===== config.mk =====
export PLATFORM = sky130hd
export DESIGN_NAME = peak_tracker_flat
export DESIGN_NICKNAME = d
export VERILOG_FILES = /design/src/rtl/peak_tracker_if.sv /design/src/rtl/peak_tracker.sv /design/src/flat_wrapper.sv
export SDC_FILE = /design/constraint.sdc
export NUM_CORES = 1
export LEC_CHECK = 0
export CAP_MARGIN = 10
export CORE_ASPECT_RATIO = 0.7
export CORE_MARGIN = 5
export CORE_UTILIZATION = 55
export CTS_BUF_LIST = sky130_fd_sc_hd__clkbuf_2
export DETAILED_ROUTE_END_ITERATION = 16
export GPL_TIMING_DRIVEN = 0
export PLACE_DENSITY = 0.85
export SYNTH_ARGS = -nofsm -noshare
export SYNTH_HDL_FRONTEND = slang
export SYNTH_SLANG_ARGS = --single-unit

===== constraint.sdc =====
create_clock -name clk -period 5.6 [get_ports clk]
set_clock_uncertainty 0.2 [all_clocks]
set_input_delay 0.56 -clock clk [delete_from_list [all_inputs] [get_ports clk]]
set_output_delay 0.56 -clock clk [all_outputs]
set_load 0.02 [all_outputs]

===== src/rtl/peak_tracker_if.sv =====
// Sample/result bundle for peak_tracker: one CHANNELS-wide sample in, running extremum out.
interface peak_tracker_if #(
    parameter int WIDTH    = 8,
    parameter int CHANNELS = 4,
    parameter int COUNT_W  = 16
);
    localparam int IDX_W = $clog2(CHANNELS);

    logic                      in_valid;
    logic [CHANNELS*WIDTH-1:0] in_data;
    logic                      mode;
    logic                      clear;

    logic                      peak_valid;
    logic [WIDTH-1:0]          peak_value;
    logic [IDX_W-1:0]          peak_index;
    logic                      peak_update;
    logic [COUNT_W-1:0]        sample_count;

    modport master (
        output in_valid, in_data, mode, clear,
        input  peak_valid, peak_value, peak_index, peak_update, sample_count
    );

    modport slave (
        input  in_valid, in_data, mode, clear,
        output peak_valid, peak_value, peak_index, peak_update, sample_count
    );
endinterface


===== src/rtl/peak_tracker.sv =====
// Running max/min tracker over CHANNELS unsigned words per sample, with a
// registered channel reduction (S1) and a state-update stage (S2).
module peak_tracker #(
    parameter int WIDTH       = 8,
    parameter int CHANNELS    = 4,
    parameter int IGNORE_ZERO = 1,
    parameter int COUNT_W     = 16
) (
    input logic           clk,
    input logic           reset_n,
    peak_tracker_if.slave bus
);
    localparam int IDX_W = $clog2(CHANNELS);

    typedef logic [WIDTH-1:0]   word_t;
    typedef logic [IDX_W-1:0]   idx_t;
    typedef logic [COUNT_W-1:0] count_t;

    function automatic logic qualifies(input word_t w);
        return (IGNORE_ZERO == 0) || (w != '0);
    endfunction

    // Strict comparison: equal values never win, which keeps the earliest/lowest.
    function automatic logic better(input word_t a, input word_t b, input logic min_mode);
        return min_mode ? (a < b) : (a > b);
    endfunction

    function automatic count_t sat_inc(input count_t c);
        return (&c) ? c : c + 1'b1;
    endfunction

    word_t red_value;
    idx_t  red_index;
    logic  red_ok;

    always_comb begin
        red_value = '0;
        red_index = '0;
        red_ok    = 1'b0;
        for (int c = 0; c < CHANNELS; c++) begin
            if (qualifies(bus.in_data[c*WIDTH +: WIDTH]) &&
                (!red_ok || better(bus.in_data[c*WIDTH +: WIDTH], red_value, bus.mode))) begin
                red_value = bus.in_data[c*WIDTH +: WIDTH];
                red_index = idx_t'(c);
                red_ok    = 1'b1;
            end
        end
    end

    // ---- S1: reduced candidate ----
    logic  vld_p1;
    word_t value_p1;
    idx_t  index_p1;
    logic  ok_p1;
    logic  mode_p1;

    always_ff @(posedge clk or negedge reset_n) begin
        if (!reset_n) begin
            vld_p1 <= 1'b0;
        end else begin
            vld_p1 <= bus.in_valid;
        end
    end

    always_ff @(posedge clk) begin
        if (bus.in_valid) begin
            value_p1 <= red_value;
            index_p1 <= red_index;
            ok_p1    <= red_ok;
            mode_p1  <= bus.mode;
        end
    end

    // ---- S2: tracked extremum ----
    logic   mode_p2;
    logic   peak_valid_p2;
    word_t  peak_value_p2;
    idx_t   peak_index_p2;
    logic   peak_update_p2;
    count_t count_p2;

    logic   restart;
    logic   take;
    count_t count_base;

    // A mode change behaves as a clear immediately ahead of the sample.
    assign restart    = bus.clear || (vld_p1 && (mode_p1 != mode_p2));
    assign count_base = restart ? '0 : count_p2;
    assign take       = vld_p1 && ok_p1 &&
                        (restart || !peak_valid_p2 || better(value_p1, peak_value_p2, mode_p1));

    always_ff @(posedge clk or negedge reset_n) begin
        if (!reset_n) begin
            mode_p2        <= 1'b0;
            peak_valid_p2  <= 1'b0;
            peak_value_p2  <= '0;
            peak_index_p2  <= '0;
            peak_update_p2 <= 1'b0;
            count_p2       <= '0;
        end else begin
            peak_update_p2 <= take;
            if (vld_p1) begin
                mode_p2  <= mode_p1;
                count_p2 <= sat_inc(count_base);
            end else if (restart) begin
                count_p2 <= '0;
            end
            if (take) begin
                peak_valid_p2 <= 1'b1;
                peak_value_p2 <= value_p1;
                peak_index_p2 <= index_p1;
            end else if (restart) begin
                peak_valid_p2 <= 1'b0;
                peak_value_p2 <= '0;
                peak_index_p2 <= '0;
            end
        end
    end

    assign bus.peak_valid   = peak_valid_p2;
    assign bus.peak_value   = peak_value_p2;
    assign bus.peak_index   = peak_index_p2;
    assign bus.peak_update  = peak_update_p2;
    assign bus.sample_count = count_p2;
endmodule

===== src/flat_wrapper.sv =====
// flat-port wrapper written by rule: the top's interface ports become plain ports
module peak_tracker_flat 
#(
    parameter int WIDTH       = 8,
    parameter int CHANNELS    = 4,
    parameter int IGNORE_ZERO = 1,
    parameter int COUNT_W     = 16
)
  (clk, reset_n, bus_in_valid, bus_in_data, bus_mode, bus_clear, bus_peak_valid, bus_peak_value, bus_peak_index, bus_peak_update, bus_sample_count);
  peak_tracker_if #(.WIDTH(WIDTH), .CHANNELS(CHANNELS), .COUNT_W(COUNT_W)) bus_i ();
  input logic clk;
  input logic reset_n;
  input wire logic [$bits(bus_i.in_valid)-1:0] bus_in_valid;
  input wire logic [$bits(bus_i.in_data)-1:0] bus_in_data;
  input wire logic [$bits(bus_i.mode)-1:0] bus_mode;
  input wire logic [$bits(bus_i.clear)-1:0] bus_clear;
  output wire logic [$bits(bus_i.peak_valid)-1:0] bus_peak_valid;
  output wire logic [$bits(bus_i.peak_value)-1:0] bus_peak_value;
  output wire logic [$bits(bus_i.peak_index)-1:0] bus_peak_index;
  output wire logic [$bits(bus_i.peak_update)-1:0] bus_peak_update;
  output wire logic [$bits(bus_i.sample_count)-1:0] bus_sample_count;
  assign bus_i.in_valid = bus_in_valid;
  assign bus_i.in_data = bus_in_data;
  assign bus_i.mode = bus_mode;
  assign bus_i.clear = bus_clear;
  assign bus_peak_valid = bus_i.peak_valid;
  assign bus_peak_value = bus_i.peak_value;
  assign bus_peak_index = bus_i.peak_index;
  assign bus_peak_update = bus_i.peak_update;
  assign bus_sample_count = bus_i.sample_count;
  peak_tracker #(.WIDTH(WIDTH), .CHANNELS(CHANNELS), .IGNORE_ZERO(IGNORE_ZERO), .COUNT_W(COUNT_W)) u_core (.clk(clk), .reset_n(reset_n), .bus(bus_i));
endmodule

======== After elaboration in Yosys (flattened, before gate mapping) ========
Index checks and enable logic that the tools add are counted.
storage, ports and cells
  memories kept ........................... 0
  memory bits (read-only) ................. 0
  output and inout bits ................... 28
  input bits .............................. 37
  bits in writable memories ............... 0
  word-level logic and storage cells ...... 67
  bits in registers ....................... 42
  bits in latches ......................... 0
cells by class
  order comparisons ....................... 8
  multiplexer cells ....................... 22
  reductions and logical operators ........ 23
  $mul .................................... 0
  bitwise logic cells ..................... 0
  equality and inequality tests ........... 1
  div/mod/pow operators ................... 0
  add/subtract/negate cells ............... 1
  shift operators ......................... 0
operators by type and width
  cell                   number
  $mux 16                3
  $mux 8                 6
  $gt 8x8->1             4
  $lt 8x8->1             4
  $reduce_bool 8->1      4
  $add 16x1->16 const B  1
  $reduce_and 16->1      1
  $mux 1                 11
  $logic_and 1x1->1      6
  $logic_or 1x1->1       6
  $logic_not 1->1        4
  $mux 2                 2
  $reduce_bool 2->1      1
  $reduce_or 2->1        1
  $ne 1x1->1             1

======== Depth between registers and ports, before layout ========
  word-level depth ........................ 17
  gate-level depth with buffers ........... 23
  depth with buffers taken out ............ 22

======== Least setup slack after synthesis ========
No wires, ideal clock.
  path type ............................... input port to flip-flop
  from .................................... in bus_in_data[3]
  to ...................................... reg u_core.value_p1[0], data pin
  setup time .............................. 0.260 ns
  path buffers ............................ 1
  stages .................................. 23
  required time ........................... 5.140 ns
  arrival time ............................ 5.585 ns
  path slack .............................. -0.445 ns
  cell sequence ........................... inv_1 -> ha_1 -> a21oi_1 -> nor2_2 -> a2111oi_4 -> mux2i_4 -> mux2i_1 -> ha_1 -> and4b_1 -> a211oi_1 -> o21bai_1 -> mux2_1 -> a21bo_2 -> buf_12 -> mux2_2 -> ha_1 -> nor2b_1 -> o211ai_1 -> a21oi_1 -> o32ai_1 -> a21oi_1 -> nor2_2 -> mux2_2
between the ends
  cells in the longest elaborated chain, start to end .. 17
  elaborated cells between the ends (all ways) .. 26
  classes of those cells .................. 6 x order compare; 10 x mux; 10 x reduce/logical
RTL lines
  item                                             line                RTL
  start: declaration                               flat_wrapper.sv:14  input wire logic [$bits(bus_i.in_data)-1:0] bus_in_data;
  $reduce_bool 8->1                                peak_tracker.sv:20  return (IGNORE_ZERO == 0) || (w != '0);
  $mux 8                                           peak_tracker.sv:41  if (qualifies(bus.in_data[c*WIDTH +: WIDTH]) &&
  $gt 8x8->1 / $lt 8x8->1 (equally long branches)  peak_tracker.sv:25  return min_mode ? (a < b) : (a > b);
  $mux 1                                           peak_tracker.sv:25
  $logic_or 1x1->1                                 peak_tracker.sv:42  (!red_ok || better(bus.in_data[c*WIDTH +: WIDTH], red_value, bus.mode))) begin
  $logic_and 1x1->1                                peak_tracker.sv:41
  $mux 8                                           peak_tracker.sv:41
  $gt 8x8->1 / $lt 8x8->1 (equally long branches)  peak_tracker.sv:25
  [2 not listed]                                   --
  $logic_and 1x1->1                                peak_tracker.sv:41
  $mux 8                                           peak_tracker.sv:41
  $gt 8x8->1 / $lt 8x8->1 (equally long branches)  peak_tracker.sv:25
  $mux 1                                           peak_tracker.sv:25
  $logic_or 1x1->1                                 peak_tracker.sv:42
  $logic_and 1x1->1                                peak_tracker.sv:41
  $mux 8 *                                         peak_tracker.sv:41
  net u_core.red_value[0]                          peak_tracker.sv:32  word_t red_value;
  end signal: assignment                           peak_tracker.sv:67  value_p1 <= red_value;
  end: declaration                                 peak_tracker.sv:52  word_t value_p1;
Mark *: on every way through the listed nets, which the timed path passes. The rest lies on a longest branch.
A chain may end at the register's enable or synchronous reset.

======== Worst setup path in the final report ========
  from .................................... in bus_in_data[10]
  to ...................................... reg u_core.value_p1[0], data pin
between the ends
  cells in the longest elaborated chain, start to end .. 15
  elaborated cells between the ends (all ways) .. 23
  classes of those cells .................. 6 x order compare; 8 x mux; 9 x reduce/logical
RTL lines
  item                                             line
  $gt 8x8->1 / $lt 8x8->1 (equally long branches)  peak_tracker.sv:25
  $mux 1                                           peak_tracker.sv:25
  $logic_or 1x1->1                                 peak_tracker.sv:42
  $logic_and 1x1->1                                peak_tracker.sv:41
  $mux 8                                           peak_tracker.sv:41
  $gt 8x8->1 / $lt 8x8->1 (equally long branches)  peak_tracker.sv:25
  $mux 1                                           peak_tracker.sv:25
  $logic_or 1x1->1                                 peak_tracker.sv:42
  $logic_and 1x1->1                                peak_tracker.sv:41
  $mux 8                                           peak_tracker.sv:41
  $gt 8x8->1 / $lt 8x8->1 (equally long branches)  peak_tracker.sv:25
  $mux 1                                           peak_tracker.sv:25
  $logic_or 1x1->1                                 peak_tracker.sv:42
  $logic_and 1x1->1                                peak_tracker.sv:41
  $mux 8 *                                         peak_tracker.sv:41
  net u_core.red_value[0]                          peak_tracker.sv:32
Marks and branches as above.

==> flow_summary.toml <==
[outcome]
status = "finished, violations left"
violations = "negative setup slack"

[clock_network]
worstSkewPairLatency_ps = 420
cts_max_path_buffers = 2
htreeDepth = 2
cts_made_buffers = 5
clock_sinks = 42
clk_pin_slew_worst_paths_ps = 210
clock-root-buffer = "clkbuf_2"
ctsHoldBuffers = 0
cts_tree = "yes"

[setup_path]
critPathLaunch = "bus_in_data[10]"
rr_worst_depth = 10
worstReg2RegEnd = "u_core.bus.sample_count[11]"
cp_cell_sequence = "clkdlybuf4s15_2 > ha_4 > nand2_1 > nor2_2 > a2111oi_4 > mux2i_4 > buf_6 > buf_4 > mux2i_4 > ha_2 > a21oi_1 > o21ai_1 > o21bai_2 > mux2_4 > a21bo_4 > mux2_4 > ha_4 > nor2b_1 > o211ai_1 > a21oi_2 > o32ai_2 > a21oi_4 > nor2_4 > mux2_4"
crit_path_end_kind = "flip-flop"
criticalPathCategory = "in -> reg"
crit_required_ps = 5590
crit_path_start_kind = "primary input"
cp_slowest_stage_delay_ps = 440
endpoint = "u_core.value_p1[0]"
r2r_start = "u_core.mode_p1"
r2r_setup_slack_ps = 1700
slowest_stage = "a2111oi_4"
crit_fanout = 5
cp.arrival_ps = 5640
cp_common_cell = "mux2_4"

[power]
power_leakage_uw = 0.00179
switchingPower_uw = 311
seqPwrFrac_pct = 39.2
netSwitchingFraction_pct = 33.4
power.internal_uw = 620
irDropWorstVdd_v = 0.000106
pwr-share-comb_pct = 41.2
p_per_area_nw_per_um2 = 221
clkPwrFrac_pct = 19.6

[grt]
grt_pass1_wl_um = 12600
grt.overflow.total = 0
track_usage_pct = 22.0
grt_pass1_vias = 2680
antenna_found_initial = 0
grt_max_degree = 22

[sta]
fmax_mhz = 177
slew_violations = 0
fin_crit_sh_pct = 101
hold_viol = 0
rsz0062_at_grt = "yes"
finalCriticalPeriod_ps = 5650
setup_ws_ps = -51.1
worstMarginPinSlew_ps = 856
max_slew_margin_pct = 43.0
setup_viol = 1

[logic_synthesis]
yosysMostFrequentCell = "inv_1"
netlist_area_sq_um = 2990
ys_seq_area_share_pct = 37.2
synth_top_area_cell = "dfrtp_1"
synth-edff-count = 12
ys.flop_type = "dfrtp_1"
synth_cell_types = 44
syn_avg_cell_area_sq_um = 9.62
ys_seq_elements = 42
yosys-top-cells-count = "inv_1 (46), ha_1 (33), dfrtp_1 (30), nand2_1 (24), nor2_1 (19)"
async_flop_share_pct = 71.4
syn_inst = 311
synth.top_cell.area_share_pct = 25.1
yosys_warnings = 0
synth_nets = 381
synth_area_leaders = "dfrtp_1 (25%), ha_1 (14%), edfxtp_1 (12%), inv_1 (5.8%), mux2_2 (3.4%)"

[floorplan]
start_util_pct = 56.9
fp.coreArea_sq_um = 5260
rows = 22
die-area_sq_um = 7030
num_io_pins = 65
dieWidth_um = 98.1
fp.dieH_um = 71.7

[place]
hpwl_um = 5930
dp_slack_ps = -1220
io_buffers = 64
gp_congestion = 0.885

[final_layout]
final_util_pct = 80.0
area_delta_synth_final_pct = 40.7
final_nets = 468
diodes = 0
drive_gt1_share_pct = 24.6

[drt]
wl_um = 8420
drc = 0
ant_nets = 0
drt_iter0_markers = 183
drt_pass1_iterations = 5
dr_total_vias = 2807
routedWlPerCell_um = 17.9
vias_per_cell = 5.96

[run]
maxCapViolations = 0

[min_path]
min_path_type = "in -> async"
## critical path: cells and delay by family
kind,cells,cell delay [ps]
buf+inv,3,550
compound gates,9,1800
mux,5,1620
fa+ha+maj,3,670
simple gates,4,420
## metrics by stage
step                hold slack [ps]  total power, uW  area [sq um]  instances  TNS [ps]
finish                          230              931          4210        471     -51.1
global route                    237              979          4210        471      -855
CTS                             255              876          4020        465         0
detailed placement              300              682          3850        448    -10230
global placement                291              667          3840        447     -9470
floorplan                      64.4              570          3110        311      -122
## final cells by class
cell class	count	area (sq um)
multi-input combinational	217	1980
sequential	42	1110
fill	309	1050
timing repair buffer	80	751
inverter	46	190
tap	72	90.1
clock buffer	7	35.0
clock inverter	1	30.0
buffer	6	23.8
## cell families after synthesis
| kind of cell | after synthesis | synth area share [%] |
|---|---|---|
| AOI/OAI and AO/OA | 57 | 14.0 |
| xor gates and xnor gates | 15 | 4.39 |
| adders and majority gates | 33 | 13.8 |
| buffers and inverters | 53 | 7.20 |
| DFF | 42 | 37.2 |
| muxes | 23 | 8.87 |
| and+or+nand+nor | 88 | 14.6 |
## worst min path at each step
stage	startpoint	end	cells after the start
final	reset_n	u_core.bus.sample_count[4]	1
after CTS	reset_n	u_core.bus.peak_value[1]	1
after global placement	u_core.bus.sample_count[9]	u_core.bus.sample_count[9]	1
after floorplan	reset_n	u_core.bus.peak_index[0]	0
after detailed placement	u_core.bus.sample_count[9]	u_core.bus.sample_count[9]	1
after global routing	reset_n	u_core.bus.sample_count[4]	1
## routing by layer
metal	GRT usage, %	vias up	wire, um	part of all wire [%]
met2	37.8	101	4190	50
li1	-	1301	-	-
met3	3.70	15	428	5.1
met5	0	-	0	0
met1	29.5	1390	3700	44
met4	4.55	0	100	1.2
## sequential cells by signal (all words and copies together) (netlist names), 2 cells and up
| name | flops |
|---|---|
| u_core.value_p1 | 8 |
| u_core.index_p1 | 2 |
| u_core.bus.peak_value | 8 |
| u_core.bus.sample_count | 16 |
| u_core.bus.peak_index | 2 |
## power by group through the flow
stage | logic, uW | clock network, uW | registers [uW]
floorplan | 188 | 0 | 382
global placement | 298 | 0 | 369
detailed placement | 312 | 0 | 370
CTS | 333 | 179 | 364
global route | 415 | 194 | 369
finish | 384 | 182 | 365
## cell usage in the layout (no fill, tap or decap), types with 7 or more instances in the layout
cell and n:
clkdlybuf4s50_1 48, inv_1 39, dfrtp_1 30, nand2_1 24
ha_1 19, nor2_1 17, nand4_1 13, ha_4 12
edfxtp_1 12, buf_4 11, clkbuf_2 10, a21oi_1 9
nand3_1 9, xor2_1 9, buf_6 8, mux2_2 7
o22ai_1 7, o32ai_1 7, buf_2 7
## what timing repair did
item,in CTS,in global routing
setup endpoints to repair,10,10
gates cloned,0,1
pin swaps,16,17
setup buffers,10,5
gates resized for setup,69,44
No activity file was read; power rests on OpenSTA's default activity.
==> variant 1: new RTL, config.mk and constraints unchanged <==
`COUNT_W` is set to 16 in 3 places; all go to 20.
--- a/src/rtl/peak_tracker_if.sv
+++ b/src/rtl/peak_tracker_if.sv
@@ -3,5 +3,5 @@
     parameter int WIDTH    = 8,
     parameter int CHANNELS = 4,
-    parameter int COUNT_W  = 16
+    parameter int COUNT_W  = 20
 );
     localparam int IDX_W = $clog2(CHANNELS);
--- a/src/rtl/peak_tracker.sv
+++ b/src/rtl/peak_tracker.sv
@@ -5,5 +5,5 @@
     parameter int CHANNELS    = 4,
     parameter int IGNORE_ZERO = 1,
-    parameter int COUNT_W     = 16
+    parameter int COUNT_W     = 20
 ) (
     input logic           clk,
--- a/src/flat_wrapper.sv
+++ b/src/flat_wrapper.sv
@@ -5,5 +5,5 @@
     parameter int CHANNELS    = 4,
     parameter int IGNORE_ZERO = 1,
-    parameter int COUNT_W     = 16
+    parameter int COUNT_W     = 20
 )
   (clk, reset_n, bus_in_valid, bus_in_data, bus_mode, bus_clear, bus_peak_valid, bus_peak_value, bus_peak_index, bus_peak_update, bus_sample_count);
Ports: changed (resized bus_sample_count); port bits go from 65 to 69. The function was not compared with the original's and may differ.
==> variant 1 against the unedited design <==
The run still ends with negative setup slack left; synthesized area grew 12%; final area is 13% higher; hold slack improved by 0.10 ns; final cell count rose by 15%; routed wire length is 38% higher; setup slack got worse by 0.22 ns; total power grew 22%; register-to-register slack worse by 0.07 ns; count of clock-buffer cells in the layout is 1 lower; sequential cell count rose by 4; critical endpoint is now u_core.value_p1[2]; largest cell class unchanged.
==> variant 1: results (changes against the unedited design) <==
PnR worst setup slack=-0.2670 ns (-0.2159 ns); most common library cells after synthesis=inv_1 (46), dfrtp_1 (34), ha_1 (33); sequential cell area=1211 sq um (+9.0%); Max Root-Sink Buffers=2 (unchanged); average size of a mapped cell=9.260 sq um (-3.7%); RePlAce Congestion=0.9176 (+3.7%); Worst Hold Class=flip-flop to flip-flop; Critical Path AT=5.84 ns (+0.20 ns); sequential area share after synthesis=36.13% (-1.0 points); relative slew slack=48.85% (+5.9 points); fillcell total=298 (-3.6%); global-route wire length before repair=15590 microns (+24%); nets@finish=538 (+15%); CTS clock-pin slew for the worst setup and hold paths=0.25 ns (+0.04 ns); syn nets=432 (+13%); Total GRT Usage=25.87% (+3.9 points); DR iter-0 viols=385 (+110%); vias in the first global route=3166 (+18%); largest net degree at the start of global routing=35 (+59%); CP max stage cell=a221o_2; Root Buffer=clkbuf_2; post-route setup TNS=-1.731 ns (-1.680 ns); Vias/cell=6.417 (+7.7%); status=finished, violations left; Largest register FFs=20 (+4); critical path class=input pin to flip-flop; # setup viols final=9 (+8); layout cells sized above 1=27.51% (+2.9 points); Post-Synth Adder-Cell Area=12.32% (-1.5 points); HPWL Detailed=6851 microns (+16%); violated checks=negative setup slack; critical-path maximum fanout=6 (+1); post-synthesis mux area share=1.642% (-7.2 points); Cell Count Post-Placement=505 (+13%); Place WS=-1.335 ns (-0.1169 ns); first-pass iteration count of the detailed router=6 (+1); placed inst area=4133 sq um (+7.3%); Crit path largest cell delay=0.46 ns (+0.02 ns); Pleak=2.002 nW (+12%); post-synthesis compound-gate area fraction=20.46% (+6.4 points); asr flop ratio synth=73.91% (+2.5 points); non-filler cells, final=544 (+15%); worst ir drop on vdd=124.8 uV (+18%); synth top area cells=dfrtp_1 (25%), ha_1 (12%), edfxtp_1 (11%); CP delay by family, top=compound AO/OA/AOI/OAI gates; XOR/XNOR Fraction of Synth Area=3.919% (-0.47 points); sw frac=39.22% (+5.8 points); count of cell types in the netlist=54 (+23%); average wire per standard cell=21.34 microns (+19%); I/O Buffers=68 (+6.3%)
-- variant 1: timing repair --
action	in CTS	in global routing
pin swaps	26	30
hold buffers	1	0
gates resized for setup	97	57
endpoints found under the hold margin	31	0
setup endpoints to repair	10	10
buffers inserted	20	12
-- variant 1: layout make-up --
cell class / count / area share, %
buffer: 9 / 1.284
inverter: 47 / 3.958
multi-input combinational: 258 / 46.74
clock buffer: 6 / 0.6291
timing repair buffer: 101 / 19.76
clock inverter: 2 / 0.2883
tap: 75 / 1.966
sequential: 46 / 25.37
-- variant 1: power by group through the flow --
stage          Clock, W  Combinational [W]  Sequential [W]
3_3_place_gp          0           0.000397        0.000410
6_report       0.000146           0.000580        0.000407
5_1_grt        0.000156           0.000619        0.000410
2_1_floorplan         0           0.000260        0.000425
3_5_place_dp          0           0.000414        0.000413
4_1_cts        0.000143           0.000478        0.000406
-- variant 1: layer usage --
| layer | vias to the layer above | global-route usage, % | part of all wire, % |
|---|---|---|---|
| met5 | - | 0 | 0 |
| met2 | 251 | 42.79 | 46 |
| li1 | 1528 | - | - |
| met1 | 1634 | 35.44 | 38 |
| met3 | 78 | 4.392 | 9.6 |
| met4 | 0 | 7.471 | 6.6 |
-- variant 1: final timing paths --
check | start | to | slack (ns) | cells after the start
worst max-delay path | bus_in_data[7] | u_core.value_p1[2] | -0.27 | 27
worst min-delay path | u_core.index_p1[0] | u_core.bus.peak_index[0] | 0.33 | 2
worst max register to register | u_core.mode_p1 | u_core.bus.sample_count[12] | 1.63 | 12
worst min register to register | u_core.index_p1[0] | u_core.bus.peak_index[0] | 0.33 | 2
max in group asynchronous | reset_n | u_core.bus.sample_count[13] | 4.20 | 2
min in group asynchronous | reset_n | u_core.bus.peak_index[0] | 0.49 | 2
==> variant 2: new RTL, config.mk and constraints unchanged <==
Made on the original files. Reset style: synchronous (`reset_n`), changed in 2 clocked blocks.
--- a/src/rtl/peak_tracker.sv
+++ b/src/rtl/peak_tracker.sv
@@ -55,5 +55,5 @@
     logic  mode_p1;
 
-    always_ff @(posedge clk or negedge reset_n) begin
+    always_ff @(posedge clk) begin
         if (!reset_n) begin
             vld_p1 <= 1'b0;
@@ -90,5 +90,5 @@
                         (restart || !peak_valid_p2 || better(value_p1, peak_value_p2, mode_p1));
 
-    always_ff @(posedge clk or negedge reset_n) begin
+    always_ff @(posedge clk) begin
         if (!reset_n) begin
             mode_p2        <= 1'b0;
Behaviour: differs if reset_n is asserted again (counterexample within 4 cycles, from zero or initial values and one cycle with reset_n low); with reset_n held inactive, the same outputs for 10 cycles.
==> variant 2 against the unedited design <==
The run still ends with negative setup slack left; total power rose by 1.7%; routed wire length rose by 1.3%; sequential power shrank 2%; final cell count rose by 3.2%; critical path depth grew 2; non-clock buffer count rose by 1; sequential cell count unchanged; synthesized area shrank 0.79%; synthesized cell count is 5.8% higher; final area down 1.8%; setup slack worse by 0.061 ns; highest routed layer unchanged; sequential share of layout area down 3.1 points.
==> variant 2: results (changes against the unedited design) <==
asr flop ratio synth=0% (-71 points); P_sw=0.0003205 W (+3.1%); PD cells=229.2 nW/um^2 (+3.5%); CTS clock-pin slew for the worst setup and hold paths=0.23 ns (+0.02 ns); Skew-Pair Late Insertion Delay=0.44 ns (+0.02 ns); multi-input gate share of total cell area=50.38% (+3.4 points); violated checks=negative setup slack; r2r endpoint=u_core.bus.sample_count[10]; met3 usage in global routing=5.058% (+1.4 points); RePlAce Congestion=0.9106 (+2.9%); Met3 Wirelength=744 microns (+74%); largest net degree at the start of global routing=15 (-32%); status=finished, violations left; fillcell total=343 (+11%); sequential area share after synthesis=32.39% (-4.8 points); HPWL Detailed=6072 microns (+2.5%); Signal buf overhead=19.99% (+1.6 points); vias in the first global route=2690 (+0.37%); placed inst area=3727 sq um (-3.2%); synth top area cells=dfxtp_1 (20%), ha_1 (14%), edfxtp_1 (12%); Clock buf/inv share=1.666% (+0.12 points); Slew @ Worst Pin=0.6921 ns (-0.1636 ns); PnR worst setup slack=-0.1125 ns (-0.06144 ns); met2 routed WL=3850 microns (-8.0%); Pleak=1.613 nW (-10%); R2R cell count=11 (+1); count of cell types in the netlist=50 (+14%); Worst Hold Class=flip-flop to flip-flop; post-route setup TNS=-0.4014 ns (-0.3504 ns); critical-path maximum fanout=8 (+3); Crit path largest cell delay=0.35 ns (-0.09 ns); # setup viols final=7 (+6)
==> variant 2: changes by cell type after synthesis, moves of 6 or more <==
cell      before  now
nand3b_1       0    7
o32ai_1        8    0
dfxtp_1        0   30
inv_1         46   27
dfrtp_1       30    0
o22ai_1        8    0
o211a_1        0    9
mux2_2         9    1
or2_2          0    8
a21oi_1       12   18
a22o_1         0   18
==> variant 2: logic make-up after synthesis <==
logic type      Yosys count  synth area share [%]
xor+xnor                 10                 2.952
fa+ha+maj                33                 13.92
flops                    42                 32.39
compound gates           80                 20.88
simple gates            118                 21.47
buf+inv                  37                 5.314
mux                       9                 3.079
==> variant 2: worst register-to-register path: stages (launching register included) <==
cell	delay, ns
edfxtp_1	0.52
xor2_1	0.19
a21oi_1	0.47
clkbuf_1	0.45
and2_1	0.26
ha_1	0.20
nand3_1	0.17
or2_2	0.36
nor3_1	0.58
and3_1	0.24
o21ai_0	0.08
and3b_1	0.19
==> variant 2: worst max-delay path by stage <==
stage / startpoint / to / slack [ns]
global placement: bus_in_data[1] / u_core.value_p1[6] / -0.95
detailed placement: bus_in_data[1] / u_core.value_p1[6] / -1.06
CTS: bus_in_data[1] / u_core.value_p1[1] / 0.02
finish: bus_in_data[15] / u_core.value_p1[6] / -0.11
global route: bus_in_data[15] / u_core.value_p1[6] / -0.23
floorplan: bus_in_data[1] / u_core.value_p1[6] / 0.01
==> variant 2: timing repair <==
item | in CTS | in global routing
cloned | 1 | 0
pin swaps | 19 | 21
endpoints found under the setup margin | 10 | 9
buffers inserted | 9 | 3
resized for setup | 41 | 45
==> variant 2: per-stage QoR <==
stage	hold slack, ns	instances
global placement	0.2515	465
global route	0.3178	486
CTS	0.2890	483
finish	0.2983	486
floorplan	0.2355	329
detailed placement	0.2575	465
